[src/rtl/ct_vfdsu_wb_buf_if.sv]
// Writeback bundle between the VFDSU datapath, the register-file arbiter and the result buffer.
// The master side drives the requests and the grant. The slave side is the buffer.
interface ct_vfdsu_wb_buf_if;
  logic        rtu_yy_xx_flush;
  logic        vfdsu_dp_inst_wb_req;
  logic [63:0] pipex_dp_vfdsu_freg_data;
  logic [4:0]  pipex_dp_vfdsu_ereg_data;
  logic [4:0]  pipex_dp_vfdsu_ereg;
  logic [6:0]  pipex_dp_vfdsu_vreg;
  logic        rf_vfdsu_wb_grant;
  logic        vfdsu_rf_wb_vld;
  logic [63:0] vfdsu_rf_wb_data;
  logic [4:0]  vfdsu_rf_wb_expt;
  logic [4:0]  vfdsu_rf_wb_ereg;
  logic [6:0]  vfdsu_rf_wb_vreg;
  logic        vfdsu_wb_full;
  logic        vfdsu_wb_ovfl;
  logic [15:0] vfdsu_wb_stall_cnt;

  modport master (
    output rtu_yy_xx_flush, vfdsu_dp_inst_wb_req, pipex_dp_vfdsu_freg_data,
           pipex_dp_vfdsu_ereg_data, pipex_dp_vfdsu_ereg, pipex_dp_vfdsu_vreg, rf_vfdsu_wb_grant,
    input  vfdsu_rf_wb_vld, vfdsu_rf_wb_data, vfdsu_rf_wb_expt, vfdsu_rf_wb_ereg,
           vfdsu_rf_wb_vreg, vfdsu_wb_full, vfdsu_wb_ovfl, vfdsu_wb_stall_cnt
  );

  modport slave (
    input  rtu_yy_xx_flush, vfdsu_dp_inst_wb_req, pipex_dp_vfdsu_freg_data,
           pipex_dp_vfdsu_ereg_data, pipex_dp_vfdsu_ereg, pipex_dp_vfdsu_vreg, rf_vfdsu_wb_grant,
    output vfdsu_rf_wb_vld, vfdsu_rf_wb_data, vfdsu_rf_wb_expt, vfdsu_rf_wb_ereg,
           vfdsu_rf_wb_vreg, vfdsu_wb_full, vfdsu_wb_ovfl, vfdsu_wb_stall_cnt
  );
endinterface

[src/rtl/ct_vfdsu_wb_buf.sv]
// Two-entry writeback FIFO for divide/sqrt results with overflow flag and stall counter.
// Optional VFDSU_WB_BYPASS_EN: an empty buffer forwards a request to the outputs in the same cycle.
module ct_vfdsu_wb_buf (
  input logic              forever_cpuclk,
  input logic              cpurst,
  ct_vfdsu_wb_buf_if.slave bus_io
);

  typedef struct packed {
    logic [63:0] data;
    logic [4:0]  expt;
    logic [4:0]  ereg;
    logic [6:0]  vreg;
  } entry_t;

  entry_t      mem_q [2];
  entry_t      in_entry;
  entry_t      out_entry;
  logic        rd_ptr_q, rd_ptr_d;
  logic        wr_ptr_q, wr_ptr_d;
  logic [1:0]  cnt_q, cnt_d;
  logic        ovfl_q, ovfl_d;
  logic [15:0] stall_q, stall_d;
  logic        req, grant, flush;
  logic        buf_vld, byp_vld, out_vld;
  logic        pop, byp_take, push, drop;

  assign req   = bus_io.vfdsu_dp_inst_wb_req;
  assign grant = bus_io.rf_vfdsu_wb_grant;
  assign flush = bus_io.rtu_yy_xx_flush;

  assign in_entry = '{data: bus_io.pipex_dp_vfdsu_freg_data,
                      expt: bus_io.pipex_dp_vfdsu_ereg_data,
                      ereg: bus_io.pipex_dp_vfdsu_ereg,
                      vreg: bus_io.pipex_dp_vfdsu_vreg};

`ifdef VFDSU_WB_BYPASS_EN
  assign byp_vld = (cnt_q == 2'd0) & req & ~flush;
`else
  assign byp_vld = 1'b0;
`endif

  always_comb begin
    buf_vld   = (cnt_q != 2'd0);
    out_vld   = buf_vld | byp_vld;
    out_entry = '0;
    if (buf_vld) out_entry = mem_q[rd_ptr_q];
`ifdef VFDSU_WB_BYPASS_EN
    if (byp_vld) out_entry = in_entry;
`endif
    pop      = buf_vld & grant;
    // A granted bypass result is consumed straight from the inputs and never stored.
    byp_take = byp_vld & grant;
    push     = req & ~flush & ~byp_take & ((cnt_q != 2'd2) | pop);
    drop     = req & ~flush & (cnt_q == 2'd2) & ~pop;

    if (flush) begin
      cnt_d    = 2'd0;
      wr_ptr_d = 1'b0;
      rd_ptr_d = 1'b0;
    end else begin
      cnt_d    = cnt_q + {1'b0, push} - {1'b0, pop};
      wr_ptr_d = wr_ptr_q ^ push;
      rd_ptr_d = rd_ptr_q ^ pop;
    end

    ovfl_d  = ovfl_q | drop;
    stall_d = stall_q;
    if (out_vld && !grant && (stall_q != 16'hFFFF)) stall_d = stall_q + 16'd1;
  end

  always_ff @(posedge forever_cpuclk or posedge cpurst) begin
    if (cpurst) begin
      cnt_q    <= 2'd0;
      wr_ptr_q <= 1'b0;
      rd_ptr_q <= 1'b0;
      ovfl_q   <= 1'b0;
      stall_q  <= 16'd0;
    end else begin
      cnt_q    <= cnt_d;
      wr_ptr_q <= wr_ptr_d;
      rd_ptr_q <= rd_ptr_d;
      ovfl_q   <= ovfl_d;
      stall_q  <= stall_d;
    end
  end

  // Payload storage is never reset; outputs are masked whenever nothing is valid.
  always_ff @(posedge forever_cpuclk) begin
    if (push) mem_q[wr_ptr_q] <= in_entry;
  end

  assign bus_io.vfdsu_rf_wb_vld    = out_vld;
  assign bus_io.vfdsu_rf_wb_data   = out_entry.data;
  assign bus_io.vfdsu_rf_wb_expt   = out_entry.expt;
  assign bus_io.vfdsu_rf_wb_ereg   = out_entry.ereg;
  assign bus_io.vfdsu_rf_wb_vreg   = out_entry.vreg;
  assign bus_io.vfdsu_wb_full      = (cnt_q == 2'd2);
  assign bus_io.vfdsu_wb_ovfl      = ovfl_q;
  assign bus_io.vfdsu_wb_stall_cnt = stall_q;

endmodule

[src/flat_wrapper.sv]
// flat-port wrapper written by rule: the top's interface ports become plain ports
module ct_vfdsu_wb_buf_flat 
  (forever_cpuclk, cpurst, bus_io_rtu_yy_xx_flush, bus_io_vfdsu_dp_inst_wb_req, bus_io_pipex_dp_vfdsu_freg_data, bus_io_pipex_dp_vfdsu_ereg_data, bus_io_pipex_dp_vfdsu_ereg, bus_io_pipex_dp_vfdsu_vreg, bus_io_rf_vfdsu_wb_grant, bus_io_vfdsu_rf_wb_vld, bus_io_vfdsu_rf_wb_data, bus_io_vfdsu_rf_wb_expt, bus_io_vfdsu_rf_wb_ereg, bus_io_vfdsu_rf_wb_vreg, bus_io_vfdsu_wb_full, bus_io_vfdsu_wb_ovfl, bus_io_vfdsu_wb_stall_cnt);
  ct_vfdsu_wb_buf_if bus_io_i ();
  input logic forever_cpuclk;
  input logic cpurst;
  input wire logic [$bits(bus_io_i.rtu_yy_xx_flush)-1:0] bus_io_rtu_yy_xx_flush;
  input wire logic [$bits(bus_io_i.vfdsu_dp_inst_wb_req)-1:0] bus_io_vfdsu_dp_inst_wb_req;
  input wire logic [$bits(bus_io_i.pipex_dp_vfdsu_freg_data)-1:0] bus_io_pipex_dp_vfdsu_freg_data;
  input wire logic [$bits(bus_io_i.pipex_dp_vfdsu_ereg_data)-1:0] bus_io_pipex_dp_vfdsu_ereg_data;
  input wire logic [$bits(bus_io_i.pipex_dp_vfdsu_ereg)-1:0] bus_io_pipex_dp_vfdsu_ereg;
  input wire logic [$bits(bus_io_i.pipex_dp_vfdsu_vreg)-1:0] bus_io_pipex_dp_vfdsu_vreg;
  input wire logic [$bits(bus_io_i.rf_vfdsu_wb_grant)-1:0] bus_io_rf_vfdsu_wb_grant;
  output wire logic [$bits(bus_io_i.vfdsu_rf_wb_vld)-1:0] bus_io_vfdsu_rf_wb_vld;
  output wire logic [$bits(bus_io_i.vfdsu_rf_wb_data)-1:0] bus_io_vfdsu_rf_wb_data;
  output wire logic [$bits(bus_io_i.vfdsu_rf_wb_expt)-1:0] bus_io_vfdsu_rf_wb_expt;
  output wire logic [$bits(bus_io_i.vfdsu_rf_wb_ereg)-1:0] bus_io_vfdsu_rf_wb_ereg;
  output wire logic [$bits(bus_io_i.vfdsu_rf_wb_vreg)-1:0] bus_io_vfdsu_rf_wb_vreg;
  output wire logic [$bits(bus_io_i.vfdsu_wb_full)-1:0] bus_io_vfdsu_wb_full;
  output wire logic [$bits(bus_io_i.vfdsu_wb_ovfl)-1:0] bus_io_vfdsu_wb_ovfl;
  output wire logic [$bits(bus_io_i.vfdsu_wb_stall_cnt)-1:0] bus_io_vfdsu_wb_stall_cnt;
  assign bus_io_i.rtu_yy_xx_flush = bus_io_rtu_yy_xx_flush;
  assign bus_io_i.vfdsu_dp_inst_wb_req = bus_io_vfdsu_dp_inst_wb_req;
  assign bus_io_i.pipex_dp_vfdsu_freg_data = bus_io_pipex_dp_vfdsu_freg_data;
  assign bus_io_i.pipex_dp_vfdsu_ereg_data = bus_io_pipex_dp_vfdsu_ereg_data;
  assign bus_io_i.pipex_dp_vfdsu_ereg = bus_io_pipex_dp_vfdsu_ereg;
  assign bus_io_i.pipex_dp_vfdsu_vreg = bus_io_pipex_dp_vfdsu_vreg;
  assign bus_io_i.rf_vfdsu_wb_grant = bus_io_rf_vfdsu_wb_grant;
  assign bus_io_vfdsu_rf_wb_vld = bus_io_i.vfdsu_rf_wb_vld;
  assign bus_io_vfdsu_rf_wb_data = bus_io_i.vfdsu_rf_wb_data;
  assign bus_io_vfdsu_rf_wb_expt = bus_io_i.vfdsu_rf_wb_expt;
  assign bus_io_vfdsu_rf_wb_ereg = bus_io_i.vfdsu_rf_wb_ereg;
  assign bus_io_vfdsu_rf_wb_vreg = bus_io_i.vfdsu_rf_wb_vreg;
  assign bus_io_vfdsu_wb_full = bus_io_i.vfdsu_wb_full;
  assign bus_io_vfdsu_wb_ovfl = bus_io_i.vfdsu_wb_ovfl;
  assign bus_io_vfdsu_wb_stall_cnt = bus_io_i.vfdsu_wb_stall_cnt;
  ct_vfdsu_wb_buf u_core (.forever_cpuclk(forever_cpuclk), .cpurst(cpurst), .bus_io(bus_io_i));
endmodule
[config.mk]
export PLATFORM = sky130hd
export DESIGN_NAME = ct_vfdsu_wb_buf_flat
export DESIGN_NICKNAME = d
export VERILOG_FILES = /design/src/rtl/ct_vfdsu_wb_buf_if.sv /design/src/rtl/ct_vfdsu_wb_buf.sv /design/src/flat_wrapper.sv
export SDC_FILE = /design/constraint.sdc
export NUM_CORES = 1
export LEC_CHECK = 0
export BUFFER_PORTS_ARGS = -buffer_cell sky130_fd_sc_hd__buf_2
export CAP_MARGIN = 15
export CORE_MARGIN = 3
export CORE_UTILIZATION = 53
export CTS_CLUSTER_SIZE = 20
export DETAILED_ROUTE_END_ITERATION = 10
export GPL_TIMING_DRIVEN = 1
export PLACE_DENSITY = 0.91
export SKIP_CTS_REPAIR_TIMING = 1
export SYNTH_ARGS = -nofsm -noshare
export SYNTH_HDL_FRONTEND = slang
export SYNTH_SLANG_ARGS = --single-unit
[constraint.sdc]
create_clock -name forever_cpuclk -period 3.8 [get_ports forever_cpuclk]
set_input_delay 0.76 -clock forever_cpuclk [delete_from_list [all_inputs] [get_ports forever_cpuclk]]
set_output_delay 0.76 -clock forever_cpuclk [all_outputs]
set_load 0.02 [all_outputs]
==> metrics.log <==
[metrics] outcome: finished clean
[metrics] remaining max-slew budget at the tightest pin: 0.439
[metrics] fin crit period: 2840 ps
[metrics] final hold violations: 0
[metrics] portion of total power attributed to combinational logic: 0.321
[metrics] maximum number of pins on one net before global-route repair: 61
[metrics] worst min path class: reg -> reg
[metrics] deepest clock path buffer count: 2
[metrics] post-route met1 wirelength: 5.76 mm
[metrics] commonest non-fill, non-tap cells in the layout: buf_2 (185), edfxtp_1 (162), nor2_1 (87)
[metrics] number of unique standard cell types used by synthesis: 34
[metrics] remaining routing DRC violations: 0
[metrics] type of destination of the critical path: primary output
[metrics] number of design-rule violations left by the first detailed-router iteration: 223
[metrics] quantity of I/O buffers inserted on ports: 185
[metrics] average cell area after synthesis: 16.2 um2
[metrics] detailed-route wire length per cell: 17.6 um
[metrics] final weighted congestion in routability-driven placement: 0.831
[metrics] fin. max-slew vios: 0
[metrics] initial antenna violation count: 0
[metrics] Pleak: 3.54 nW
[metrics] maximum operating frequency: 352 MHz
[metrics] number of H-tree branching levels: 4
[metrics] clock tree root buffer cell: clkbuf_16
[metrics] arrival time reported for the critical path endpoint: 2080 ps
[metrics] worst setup timing slack at the placement stage: 918 ps
[metrics] uppermost signal routing layer after detailed routing: met4
[metrics] standard cell core area: 0.0129 mm2
[metrics] Crit path required time: 3040 ps
[metrics] part of the total power dissipated in sequential elements: 0.394
[metrics] setup repair after global routing missed its margin: false
[metrics] Total Die Area: 0.0149 mm2
[metrics] max-capacitance violation count: 0
[metrics] largest clock skew in the final design: 8.72 ps
[metrics] number of warning messages in the yosys log: 0
[metrics] count of antenna-violating nets left after detailed routing: 0
[metrics] total number of vias: 4316
[metrics] cell area after synthesis: 0.00716 mm2
[metrics] fin nets: 726
[metrics] number of clock buffers inserted by TritonCTS: 17
[metrics] sum of overflow across all layers after global routing: 0
[metrics] Synth-to-Final Area Change: 25.2%
[metrics] power per cell area: 699 mW/mm2
[metrics] Clock Power Share: 0.285
[metrics] CTS tree: yes
[metrics] FF+latch count, synth: 183
[metrics] sum of met2 wire segment lengths after detailed routing: 7.37 mm
[metrics] number of sinks on the clock net: 183
[metrics] DRT Pass-1 Iters: 4
[metrics] cell count after synthesis: 443
[metrics] share of the core filled with cells: 0.694
[metrics] Internal: 4.16 mW
[metrics] worst-path maximum fanout: 60
[metrics] final design area excluding fillers: 0.00897 mm2
[metrics] Worst Setup Path Type: reg -> out
[metrics] count of cells along the worst register-to-register path: 5
[metrics] Layout fillers: 876
[metrics] per-cell via count in the routed design: 5.27
[metrics] nets in the synthesized netlist: 534
[metrics] Clock transition at path regs: 70 ps
[metrics] hold path cells: 1
[metrics] share of final-layout standard cells stronger than drive strength 1: 0.363
[metrics] overall die height: 122 um
[metrics] Setup crit start kind: flop
[metrics] row count: 41
[metrics] TNS Setup: 0 ps
[metrics] switching share of power: 0.336
[metrics] Slew @ Worst Pin: 841 ps
[metrics] crit share post-route: 0.748
[metrics] sequential-to-total area share from yosys stat: 0.752
[metrics] Peak VDD IR: 0.000492 V
[metrics] met3 wirelength from detailed routing: 1.05 mm
[metrics] gr usage total: 0.200
[metrics] Skew-Pair Late Insertion Delay: 410 ps
[metrics] switching pwr: 2.11 mW
[metrics] floorplan die width: 122 um
[metrics] most common cell after layout, fill and taps aside: buf_2
[metrics] PnR worst setup slack: 958 ps
[metrics] total cell area at the placement stage: 0.00836 mm2
[metrics] first-pass GRT wire length: 22.6 mm
[metrics] initial core utilization: 0.554
[metrics] final number of setup-violating endpoints: 0
[metrics] Antenna Diode Count: 0
[metrics] total wire length after detailed routing: 14.4 mm
[metrics] IO Pins: 186
[metrics] Detail Placement HPWL: 9.81 mm
[metrics] vias in the first global route: 4521
-- state kept, by name, indices dropped and copies added (netlist names) --
name / cells
u_core.bus_io.vfdsu_wb_stall_cnt: 16
u_core.rd_ptr_q: 1
u_core.mem_q: 162
u_core.wr_ptr_q: 1
u_core.bus_io.vfdsu_wb_ovfl: 1
u_core.cnt_q: 2
-- cell type report --
class,count,area [um2],area share
flip-flops and latches,183,5390,0.601
multi-input cells,235,1700,0.190
repair buffers,191,1020,0.114
clock buffers,18,429,0.0478
well taps,172,215,0.0240
clock inverters,13,181,0.0202
inverters,7,26.3,0.00293
-- worst max-delay path, stage by stage (launching register included) --
cell	delay (ps)
dfrtp_1	450
nor2_4	560
buf_12	320
nor2_1	110
buf_2	170
-- cell families after synthesis --
family | Yosys count | share of synthesized area
buf+inv | 25 | 0.0145
compound gates | 6 | 0.00594
mux | 83 | 0.117
simple gates | 125 | 0.0821
flops | 183 | 0.752
xor+xnor | 16 | 0.0196
fa+ha+maj | 5 | 0.00873
-- power groups by stage --
| stage | logic, mW | registers (mW) | clock network (mW) |
|---|---|---|---|
| after floorplan | 1.32 | 2.53 | 0 |
| after global placement | 1.99 | 2.49 | 0 |
| after detailed placement | 2.03 | 2.51 | 0 |
| after CTS | 2.05 | 2.46 | 1.82 |
| after global routing | 2.18 | 2.48 | 1.91 |
| final | 2.01 | 2.47 | 1.79 |
-- Yosys cell counts, drive strengths merged --
library cell | count | area share
and2 | 2 | 0.0017
nor2 | 88 | 0.046
nor3 | 4 | 0.0035
a31o | 1 | 0.0012
a31oi | 1 | 0.00087
a21oi | 2 | 0.0014
nor3b | 1 | 0.0010
mux2 | 2 | 0.0037
dfrtp | 21 | 0.073
and3 | 2 | 0.0017
nor4 | 3 | 0.0047
a211oi | 1 | 0.0010
xor2 | 8 | 0.0098
nor2b | 3 | 0.0026
nand4 | 6 | 0.0070
nand3 | 3 | 0.0028
xnor2 | 8 | 0.0098
mux2i | 81 | 0.11
buf | 8 | 0.0056
and4 | 3 | 0.0038
o21ba | 1 | 0.0014
inv | 7 | 0.0037
or3 | 3 | 0.0033
nand2 | 7 | 0.0037
clkbuf | 10 | 0.0052
edfxtp | 162 | 0.68
ha | 5 | 0.0087
-- metal layers --
metal,up-vias,track usage
met4,0,0.0686
met2,175,0.342
li1,2014,-
met1,2108,0.245
met5,-,0
met3,19,0.0585
-- worst paths after layout --
kind,to,startpoint,slack (ps)
worst max-delay path,bus_io_vfdsu_rf_wb_data[48],u_core.cnt_q[1],960
worst min-delay path,u_core.bus_io.vfdsu_wb_ovfl,u_core.bus_io.vfdsu_wb_ovfl,480
worst max register to register,u_core.mem_q[1][33],u_core.cnt_q[1],1140
worst min register to register,u_core.bus_io.vfdsu_wb_ovfl,u_core.bus_io.vfdsu_wb_ovfl,480
max in group asynchronous,u_core.rd_ptr_q,cpurst,2670
min in group asynchronous,u_core.bus_io.vfdsu_wb_stall_cnt[2],cpurst,510
-- metrics by stage --
step                power, mW  hold slack [ps]  instances
floorplan                3.85              545        443
global placement         4.48              462        788
detailed placement       4.54              460        788
CTS                      6.33              476        819
global route             6.58              490        819
finish                   6.27              483        819
Note: power is estimated with default switching activity, not from simulation.
